$ cat src/rtl/pipelined_carry_select_adder_if.sv
`default_nettype none
// +----------------------------------------------------------------------+
// | pipelined_carry_select_adder_if                                      |
// | Operand/result handshake bundle for the pipelined carry-select adder |
// | Revision: 1.0                                                        |
// +----------------------------------------------------------------------+
interface pipelined_carry_select_adder_if #(
  parameter int WIDTH = 16
) ();
  logic             in_valid;
  logic             in_ready;
  logic [WIDTH-1:0] a;
  logic [WIDTH-1:0] b;
  logic             cin;
  logic             sub;
  logic             out_valid;
  logic             out_ready;
  logic [WIDTH-1:0] sum;
  logic             cout;
  logic             ovf;

  modport master (
    output in_valid, a, b, cin, sub, out_ready,
    input  in_ready, out_valid, sum, cout, ovf
  );

  modport slave (
    input  in_valid, a, b, cin, sub, out_ready,
    output in_ready, out_valid, sum, cout, ovf
  );
endinterface
`default_nettype wire

$ cat src/rtl/pipelined_carry_select_adder.sv
`default_nettype none
// +----------------------------------------------------------------------+
// | pipelined_carry_select_adder                                         |
// | One BLOCK-bit carry-select slice per stage, global-stall handshake.  |
// | Revision: 1.0                                                        |
// +----------------------------------------------------------------------+
module pipelined_carry_select_adder #(
  parameter int WIDTH = 16,
  parameter int BLOCK = 4
) (
  input  logic                          clk,
  input  logic                          rst,
  pipelined_carry_select_adder_if.slave bus_if
);

  localparam int NBLK = WIDTH / BLOCK;

  generate
    if (BLOCK < 1 || WIDTH < BLOCK || (WIDTH % BLOCK) != 0) begin : g_param_check
      $error("pipelined_carry_select_adder: WIDTH must be a non-zero multiple of BLOCK");
    end
  endgenerate

  // Per-stage inputs: stage 0 reads the ports, stage k reads stage k-1.
  logic [WIDTH-1:0] a_in   [NBLK];
  logic [WIDTH-1:0] be_in  [NBLK];
  logic [WIDTH-1:0] sum_in [NBLK];
  logic             c_in   [NBLK];
  logic             v_in   [NBLK];

  logic [BLOCK:0]   sum0   [NBLK];
  logic [BLOCK:0]   sum1   [NBLK];
  logic [BLOCK:0]   sel    [NBLK];
  logic [WIDTH-1:0] sum_d  [NBLK];
  logic             carry_d[NBLK];
  logic             ovf_d;

  logic [WIDTH-1:0] a_q    [NBLK];
  logic [WIDTH-1:0] be_q   [NBLK];
  logic [WIDTH-1:0] sum_q  [NBLK];
  logic             c_q    [NBLK];
  logic             v_q    [NBLK];
  logic             ovf_q;

  logic             stall;

  assign stall           = v_q[NBLK-1] & ~bus_if.out_ready;
  assign bus_if.in_ready = ~stall;

  // Subtraction as a + ~b + ~cin: inverting the borrow-in turns it into a carry.
  always_comb begin
    a_in[0]   = bus_if.a;
    be_in[0]  = bus_if.sub ? ~bus_if.b : bus_if.b;
    c_in[0]   = bus_if.cin ^ bus_if.sub;
    sum_in[0] = '0;
    v_in[0]   = bus_if.in_valid;
    for (int k = 1; k < NBLK; k++) begin
      a_in[k]   = a_q[k-1];
      be_in[k]  = be_q[k-1];
      c_in[k]   = c_q[k-1];
      sum_in[k] = sum_q[k-1];
      v_in[k]   = v_q[k-1];
    end
  end

  always_comb begin
    for (int k = 0; k < NBLK; k++) begin
      sum0[k] = {1'b0, a_in[k][k*BLOCK +: BLOCK]} + {1'b0, be_in[k][k*BLOCK +: BLOCK]};
      sum1[k] = {1'b0, a_in[k][k*BLOCK +: BLOCK]} + {1'b0, be_in[k][k*BLOCK +: BLOCK]}
                + (BLOCK+1)'(1);
      sel[k]  = c_in[k] ? sum1[k] : sum0[k];
      sum_d[k] = sum_in[k];
      sum_d[k][k*BLOCK +: BLOCK] = sel[k][BLOCK-1:0];
      carry_d[k] = sel[k][BLOCK];
    end
    // Carry into the MSB is recovered from the MSB sum bit and its operands.
    ovf_d = (sum_d[NBLK-1][WIDTH-1] ^ a_in[NBLK-1][WIDTH-1] ^ be_in[NBLK-1][WIDTH-1])
            ^ carry_d[NBLK-1];
  end

  // Data registers load only with a valid op so outputs hold across bubbles.
  always_ff @(posedge clk or posedge rst) begin
    if (rst) begin
      for (int k = 0; k < NBLK; k++) begin
        v_q[k]   <= 1'b0;
        a_q[k]   <= '0;
        be_q[k]  <= '0;
        sum_q[k] <= '0;
        c_q[k]   <= 1'b0;
      end
      ovf_q <= 1'b0;
    end else if (!stall) begin
      for (int k = 0; k < NBLK; k++) begin
        v_q[k] <= v_in[k];
        if (v_in[k]) begin
          a_q[k]   <= a_in[k];
          be_q[k]  <= be_in[k];
          sum_q[k] <= sum_d[k];
          c_q[k]   <= carry_d[k];
        end
      end
      if (v_in[NBLK-1]) begin
        ovf_q <= ovf_d;
      end
    end
  end

  assign bus_if.out_valid = v_q[NBLK-1];
  assign bus_if.sum       = sum_q[NBLK-1];
  assign bus_if.cout      = c_q[NBLK-1];
  assign bus_if.ovf       = ovf_q;

endmodule
`default_nettype wire

$ cat src/flat_wrapper.sv
// flat-port wrapper written by rule: the top's interface ports become plain ports
module pipelined_carry_select_adder_flat 
#(
  parameter int WIDTH = 16,
  parameter int BLOCK = 4
)
  (clk, rst, bus_if_in_valid, bus_if_a, bus_if_b, bus_if_cin, bus_if_sub, bus_if_out_ready, bus_if_in_ready, bus_if_out_valid, bus_if_sum, bus_if_cout, bus_if_ovf);
  pipelined_carry_select_adder_if #(.WIDTH(WIDTH)) bus_if_i ();
  input  logic clk;
  input  logic rst;
  input wire logic [$bits(bus_if_i.in_valid)-1:0] bus_if_in_valid;
  input wire logic [$bits(bus_if_i.a)-1:0] bus_if_a;
  input wire logic [$bits(bus_if_i.b)-1:0] bus_if_b;
  input wire logic [$bits(bus_if_i.cin)-1:0] bus_if_cin;
  input wire logic [$bits(bus_if_i.sub)-1:0] bus_if_sub;
  input wire logic [$bits(bus_if_i.out_ready)-1:0] bus_if_out_ready;
  output wire logic [$bits(bus_if_i.in_ready)-1:0] bus_if_in_ready;
  output wire logic [$bits(bus_if_i.out_valid)-1:0] bus_if_out_valid;
  output wire logic [$bits(bus_if_i.sum)-1:0] bus_if_sum;
  output wire logic [$bits(bus_if_i.cout)-1:0] bus_if_cout;
  output wire logic [$bits(bus_if_i.ovf)-1:0] bus_if_ovf;
  assign bus_if_i.in_valid = bus_if_in_valid;
  assign bus_if_i.a = bus_if_a;
  assign bus_if_i.b = bus_if_b;
  assign bus_if_i.cin = bus_if_cin;
  assign bus_if_i.sub = bus_if_sub;
  assign bus_if_i.out_ready = bus_if_out_ready;
  assign bus_if_in_ready = bus_if_i.in_ready;
  assign bus_if_out_valid = bus_if_i.out_valid;
  assign bus_if_sum = bus_if_i.sum;
  assign bus_if_cout = bus_if_i.cout;
  assign bus_if_ovf = bus_if_i.ovf;
  pipelined_carry_select_adder #(.WIDTH(WIDTH), .BLOCK(BLOCK)) u_core (.clk(clk), .rst(rst), .bus_if(bus_if_i));
endmodule
$ cat config.mk
export PLATFORM = sky130hd
export DESIGN_NAME = pipelined_carry_select_adder_flat
export DESIGN_NICKNAME = d
export VERILOG_FILES = /design/src/rtl/pipelined_carry_select_adder_if.sv /design/src/rtl/pipelined_carry_select_adder.sv /design/src/flat_wrapper.sv
export SDC_FILE = /design/constraint.sdc
export NUM_CORES = 1
export LEC_CHECK = 0
export ABC_CLOCK_PERIOD_IN_PS = 5400
export CAP_MARGIN = 20
export CORE_MARGIN = 8
export CORE_UTILIZATION = 50
export DETAILED_ROUTE_END_ITERATION = 6
export DONT_BUFFER_PORTS = 1
export GPL_TIMING_DRIVEN = 0
export PLACE_DENSITY = 0.74
export SETUP_SLACK_MARGIN = 0.5
export SLEW_MARGIN = 5
export SYNTH_ARGS = -nofsm -noshare
export SYNTH_HDL_FRONTEND = slang
export SYNTH_SLANG_ARGS = --single-unit
$ cat constraint.sdc
create_clock -name clk -period 5.4 [get_ports clk]
set_input_delay 0.27 -clock clk [delete_from_list [all_inputs] [get_ports clk]]
set_output_delay 0.27 -clock clk [all_outputs]
set_load 0.01 [all_outputs]
# After elaboration in Yosys (flattened, before gate mapping)
# Index checks and enable logic that the tools add are counted.
[totals] ramBits=0 word_cells=44 latch_bits=0 n_memories=0 output_inout_bits=20 input_bits=38 regBits=145 rom_bits=0
[classes] bitwise_logic=8 n_div=0 multipliers=0 magnitude_cmp=0 n_reduce_logical=4 n_eq_ne=0 shifts=0 n_mux=5 add_sub_neg=8
[op_table] op="$add A4 B4 Y5" n=4
[op_table] op="$add A5 B1 Y5 const B" n=4
[op_table] op="$mux W5" n=4
[op_table] op="$mux W16" n=1
[op_table] op="$not A16 Y16" n=1
[op_table] op="$reduce_and A2 Y1" n=4
[op_table] op="$xor A1 B1 Y1" n=4
[op_table] op="$not A1 Y1" n=2
[op_table] op="$and A1 B1 Y1" n=1

# Longest topological paths before layout
[depth] ltp_word=6 mapped_depth=12 mapped_depth_nobuf=11

# Least setup slack after synthesis
# Ideal clock, no wire load.
[synth_timing] path_type="input-to-reg" start="input port bus_if_sub" end="register u_core.c_q, in the netlist u_core.c_in[2]" path_stages=12 path_buffers=2 required_ns=5.276 path_slack_ns=2.992 setup_ns=0.124 arrival_time_ns=2.284 path_cell_list="buf_2 -> buf_2 -> xor2_1 -> ha_1 -> inv_1 -> fa_1 -> inv_1 -> ha_1 -> nand2_1 -> nor3_1 -> xor2_1 -> o21ai_1"
[synth_between] elab_chain_len=4 word_cells_on_any_way=5 classes_between="add/sub (2); mux (2); bitwise (1)"
[synth_lines] element="start, declared" line_no="flat_wrapper.sv:15" rtl="input wire logic [$bits(bus_if_i.sub)-1:0] bus_if_sub;"
[synth_lines] element="$mux W16" line_no="pipelined_carry_select_adder.sv:53" rtl="be_in[0] = bus_if.sub ? ~bus_if.b : bus_if.b;"
[synth_lines] element="$add A4 B4 Y5" line_no="pipelined_carry_select_adder.sv:68, pipelined_carry_select_adder.sv:69"
[synth_lines] element="$add A5 B1 Y5" line_no="pipelined_carry_select_adder.sv:70" rtl="+ (BLOCK+1)'(1);"
[synth_lines] element="$mux W5 (*)" line_no="pipelined_carry_select_adder.sv:71" rtl="sel[k] = c_in[k] ? sum1[k] : sum0[k];"
[synth_lines] element="end signal, assigned by index" line_no="pipelined_carry_select_adder.sv:99" rtl="c_q[k] <= carry_d[k];"
[synth_lines] element="end, declared" line_no="pipelined_carry_select_adder.sv:41" rtl="logic c_q [NBLK];"
# Mark *: on every way between the ends. The rest lies on a longest branch, timed or not.
# A chain may end at the register's enable or synchronous reset.

# Worst setup path in the final report
[layout_timing] start="register u_core.be_q, in the netlist u_core.be_in[12]" end="register u_core.ovf_q, in the netlist u_core.bus_if.ovf"
[layout_between] elab_chain_len=6
[layout_lines] element="start, declared" line_no="pipelined_carry_select_adder.sv:39" rtl="logic [WIDTH-1:0] be_q [NBLK];"
[layout_lines] element="start signal, assigned by index" line_no="pipelined_carry_select_adder.sv:97" rtl="be_q[k] <= be_in[k];"
[layout_lines] element="$add A4 B4 Y5 (*)" line_no="pipelined_carry_select_adder.sv:68, pipelined_carry_select_adder.sv:69"
[layout_lines] element="$add A5 B1 Y5" line_no="pipelined_carry_select_adder.sv:70"
[layout_lines] element="$mux W5 (*)" line_no="pipelined_carry_select_adder.sv:71"
[layout_lines] element="$xor A1 B1 Y1 (2 in a row)" line_no="pipelined_carry_select_adder.sv:77" rtl="ovf_d = (sum_d[NBLK-1][WIDTH-1] ^ a_in[NBLK-1][WIDTH-1] ^ be_in[NBLK-1][WIDTH-1])"
[layout_lines] element="$xor A1 B1 Y1 (*)" line_no="pipelined_carry_select_adder.sv:78" rtl="^ carry_d[NBLK-1];"
[layout_lines] element="end signal, assigned" line_no="pipelined_carry_select_adder.sv:103" rtl="ovf_q <= ovf_d;"
[layout_lines] element="end, declared" line_no="pipelined_carry_select_adder.sv:43" rtl="logic ovf_q;"
# Marks and branches as above.

==> out/metrics.yaml <==
rows: 35
vdd_drop_max_v: 0.000214
relSlewSlack_pct: 67.0
final_nets: 461
synth_top_family_by_area: "multiplexers"
synthTopCellsByArea: "dfrtp_1 (53%), mux2_2 (9.3%), mux2_1 (5.6%)"
port_buffers: 0
synth_compound_area_share_pct: 6.75
path_clk_slew_ps: 100
drc: 0
ys_ff_latch: 97
dr.pass1.iters: 4
maxSlewViolCount: 0
n_antenna_cell: 0
detail-route-antenna-nets: 0
drive_gt1_share_pct: 17.6
overflow: 0
dp_hpwl_mm: 6.46
wl_mm: 8.50
synth-simple-area-share_pct: 6.42
via_per_inst: 5.41
root_buffer: "clkbuf_8"
synth.top_cell.area_share_pct: 52.6
clock_latency_ps: 370
syn_nets: 448
netlist_instances: 386
hp-class: "in2reg"
required_ps: 5670
whs_ps: 21.6
syn_area_per_cell_um2: 12.0
clock_path_buffers: 2
fp.dieW_um: 112
first_iter_violations: 100
die_area_um2: 12600
grt_pass1_wl_mm: 14.7
num_vias: 2784
core-area_um2: 9110
p_per_area_nw_per_um2: 622
cts.htree.levels: 3
skew_ps: 18.4
cp.arrival_ps: 2880
track_usage_pct: 14.6
fmax_mhz: 383
synth-xor-area-share_pct: 8.78
status: "completed"
placed_area_um2: 4790
power_mw: 3.12
ys_types: 35
nFillCells: 767
cts_sinks: 97
cap_violations: 0
hold_violations: 0
globalplace.congestion: 0.824
report.final.setup_viol: 0
io_pins: 58
wl_per_cell_um: 16.5
muxShareOfSynthArea_pct: 14.9
die_height_um: 112
worst_pin_slew_ps: 495
grt_pass1_vias: 2971
start_util_pct: 50.7
finalSetupTns_ps: 0
criticalPathCategory: "reg2reg"
crit_path_max_incr_delay_ps: 510
rsz0062_at_grt: "no"
path_cells: "ha_1 -> inv_1 -> fa_1 -> inv_1 -> ha_1 -> nand2_1 -> or4_1 -> a2bb2oi_1 -> nand3_2 -> xnor2_1 -> o21ai_1"
worst_setup_path_start_kind: "flop"
design_area_um2: 5010
postCtsSetupRepairBufs: 0
layout_min_cycle_time_ps: 2610
synth-adder-area-share_pct: 7.15
grt_antenna_before_repair: 0
synthToLayoutAreaGrowth_pct: 8.43
end_kind: "flop"
grt_max_degree: 62
ys_seq_area_share_pct: 52.6
slowest_stage: "or4_1"
yosysTopAreaCell: "dfrtp_1"
synth_area_um2: 4620
finalCritPeriodShare_pct: 48.3
p_leak_nw: 2.30
numCtsBuffers: 9
yosys_warnings: 0
cp_max_fo: 4
cts_tree: "done"
[cells in the final DEF, fill, tap and decap left out, drive strengths merged, types with 4 or more instances in the layout]
cell type and instances:
a21o 7, a21oi 12, buf 10, clkbuf 17, dfrtp 97, fa 4
ha 20, inv 24, mux2 61, nand2 48, nor2 7, o21ai 32
xnor2 29, xor2 13
[final timing paths]
| kind | startpoint | to | slack [ps] | depth (start not counted) |
|---|---|---|---|---|
| worst max register to register | u_core.be_in[12] | u_core.bus_if.ovf | 2790 | 11 |
| worst max-delay path | u_core.be_in[12] | u_core.bus_if.ovf | 2790 | 11 |
| max in group asynchronous | rst | u_core.a_in[43] | 4340 | 3 |
| worst min register to register | u_core.be_in[47] | u_core.be_in[47] | 480 | 2 |
| min in group asynchronous | rst | u_core.sum_d[16] | 410 | 2 |
| worst min-delay path | bus_if_a[7] | u_core.a_in[39] | 20 | 1 |
[repair_timing]
action,4_1_cts,5_1_grt
resized for setup,0,0
hold buffers,1,0
hold endpoints to repair,36,0
[area by class of cell]
type,count,area [um2],share of cell area (%)
clock inverters,6,72.6,1.45
repair buffers,2,37.5,0.750
inverters,22,85.1,1.70
clock buffers,10,138,2.75
plain buffers,16,77.6,1.55
flip-flops and latches,97,2430,48.5
well taps,111,139,2.77
multi-input cells,251,2030,40.6
[metal layers]
layer | vias up | part of all wire, % | track usage [%]
met5 | - | 0 | 0
met4 | 0 | 1.9 | 7.10
met3 | 10 | 4.6 | 2.79
met2 | 59 | 49 | 24.0
met1 | 1384 | 44 | 18.1
li1 | 1331 | - | -
[per-stage QoR]
step                      utilization (%)  worst slack (ps)  cells
after global placement               52.2              1700    497
after detailed placement             52.6              2710    498
after CTS                            55.0              2820    515
after floorplan                         -              2600    386
after global routing                 55.0              2660    515
final                                55.0              2790    515
[state kept, by name (all words and copies together), names as in the netlist]
register	count
u_core.a_in	24
u_core.bus_if.sum	16
u_core.be_in	24
u_core.c_in	3
u_core.v_in	3
u_core.bus_if.out_valid	1
u_core.sum_d	24
u_core.bus_if.cout	1
u_core.bus_if.ovf	1
[worst max-delay path: cells and delay by family, from the launching register on]
| kind | cells | cell delay [ps] |
|---|---|---|
| fa+ha+maj | 3 | 830 |
| simple gates | 3 | 760 |
| flops | 1 | 390 |
| compound gates | 2 | 230 |
| buf+inv | 2 | 160 |
| xor+xnor | 1 | 120 |
[Yosys cell counts, drive strengths merged]
library cell,count
ha,20
xnor3,1
mux2,61
nor2,7
nor3,2
nand2b,1
dfrtp,97
a21o,7
inv,22
buf,9
a2bb2oi,1
o21a,2
nand4,3
xnor2,29
xor2,13
o21ai,32
a31oi,1
nor2b,2
clkbuf,7
or4,1
fa,4
nand2,48
nand3,2
a2111oi,1
a21oi,12
nor3b,1
[cells by family after synthesis]
group,Yosys count
multiplexers,61
AND/OR/NAND/NOR,67
AO/OA/AOI/OAI,56
XOR/XNOR,43
flip-flops,97
adder cells (fa/ha/maj),24
buffers and inverters,38
[power by group]
group          total [mW]  internal, mW  switching, mW
Clock               0.492         0.232          0.261
Combinational        1.36         0.673          0.686
Sequential           1.27          1.05          0.217
Total                3.12          1.95           1.16
Note: power is estimated with default switching activity, not from simulation.
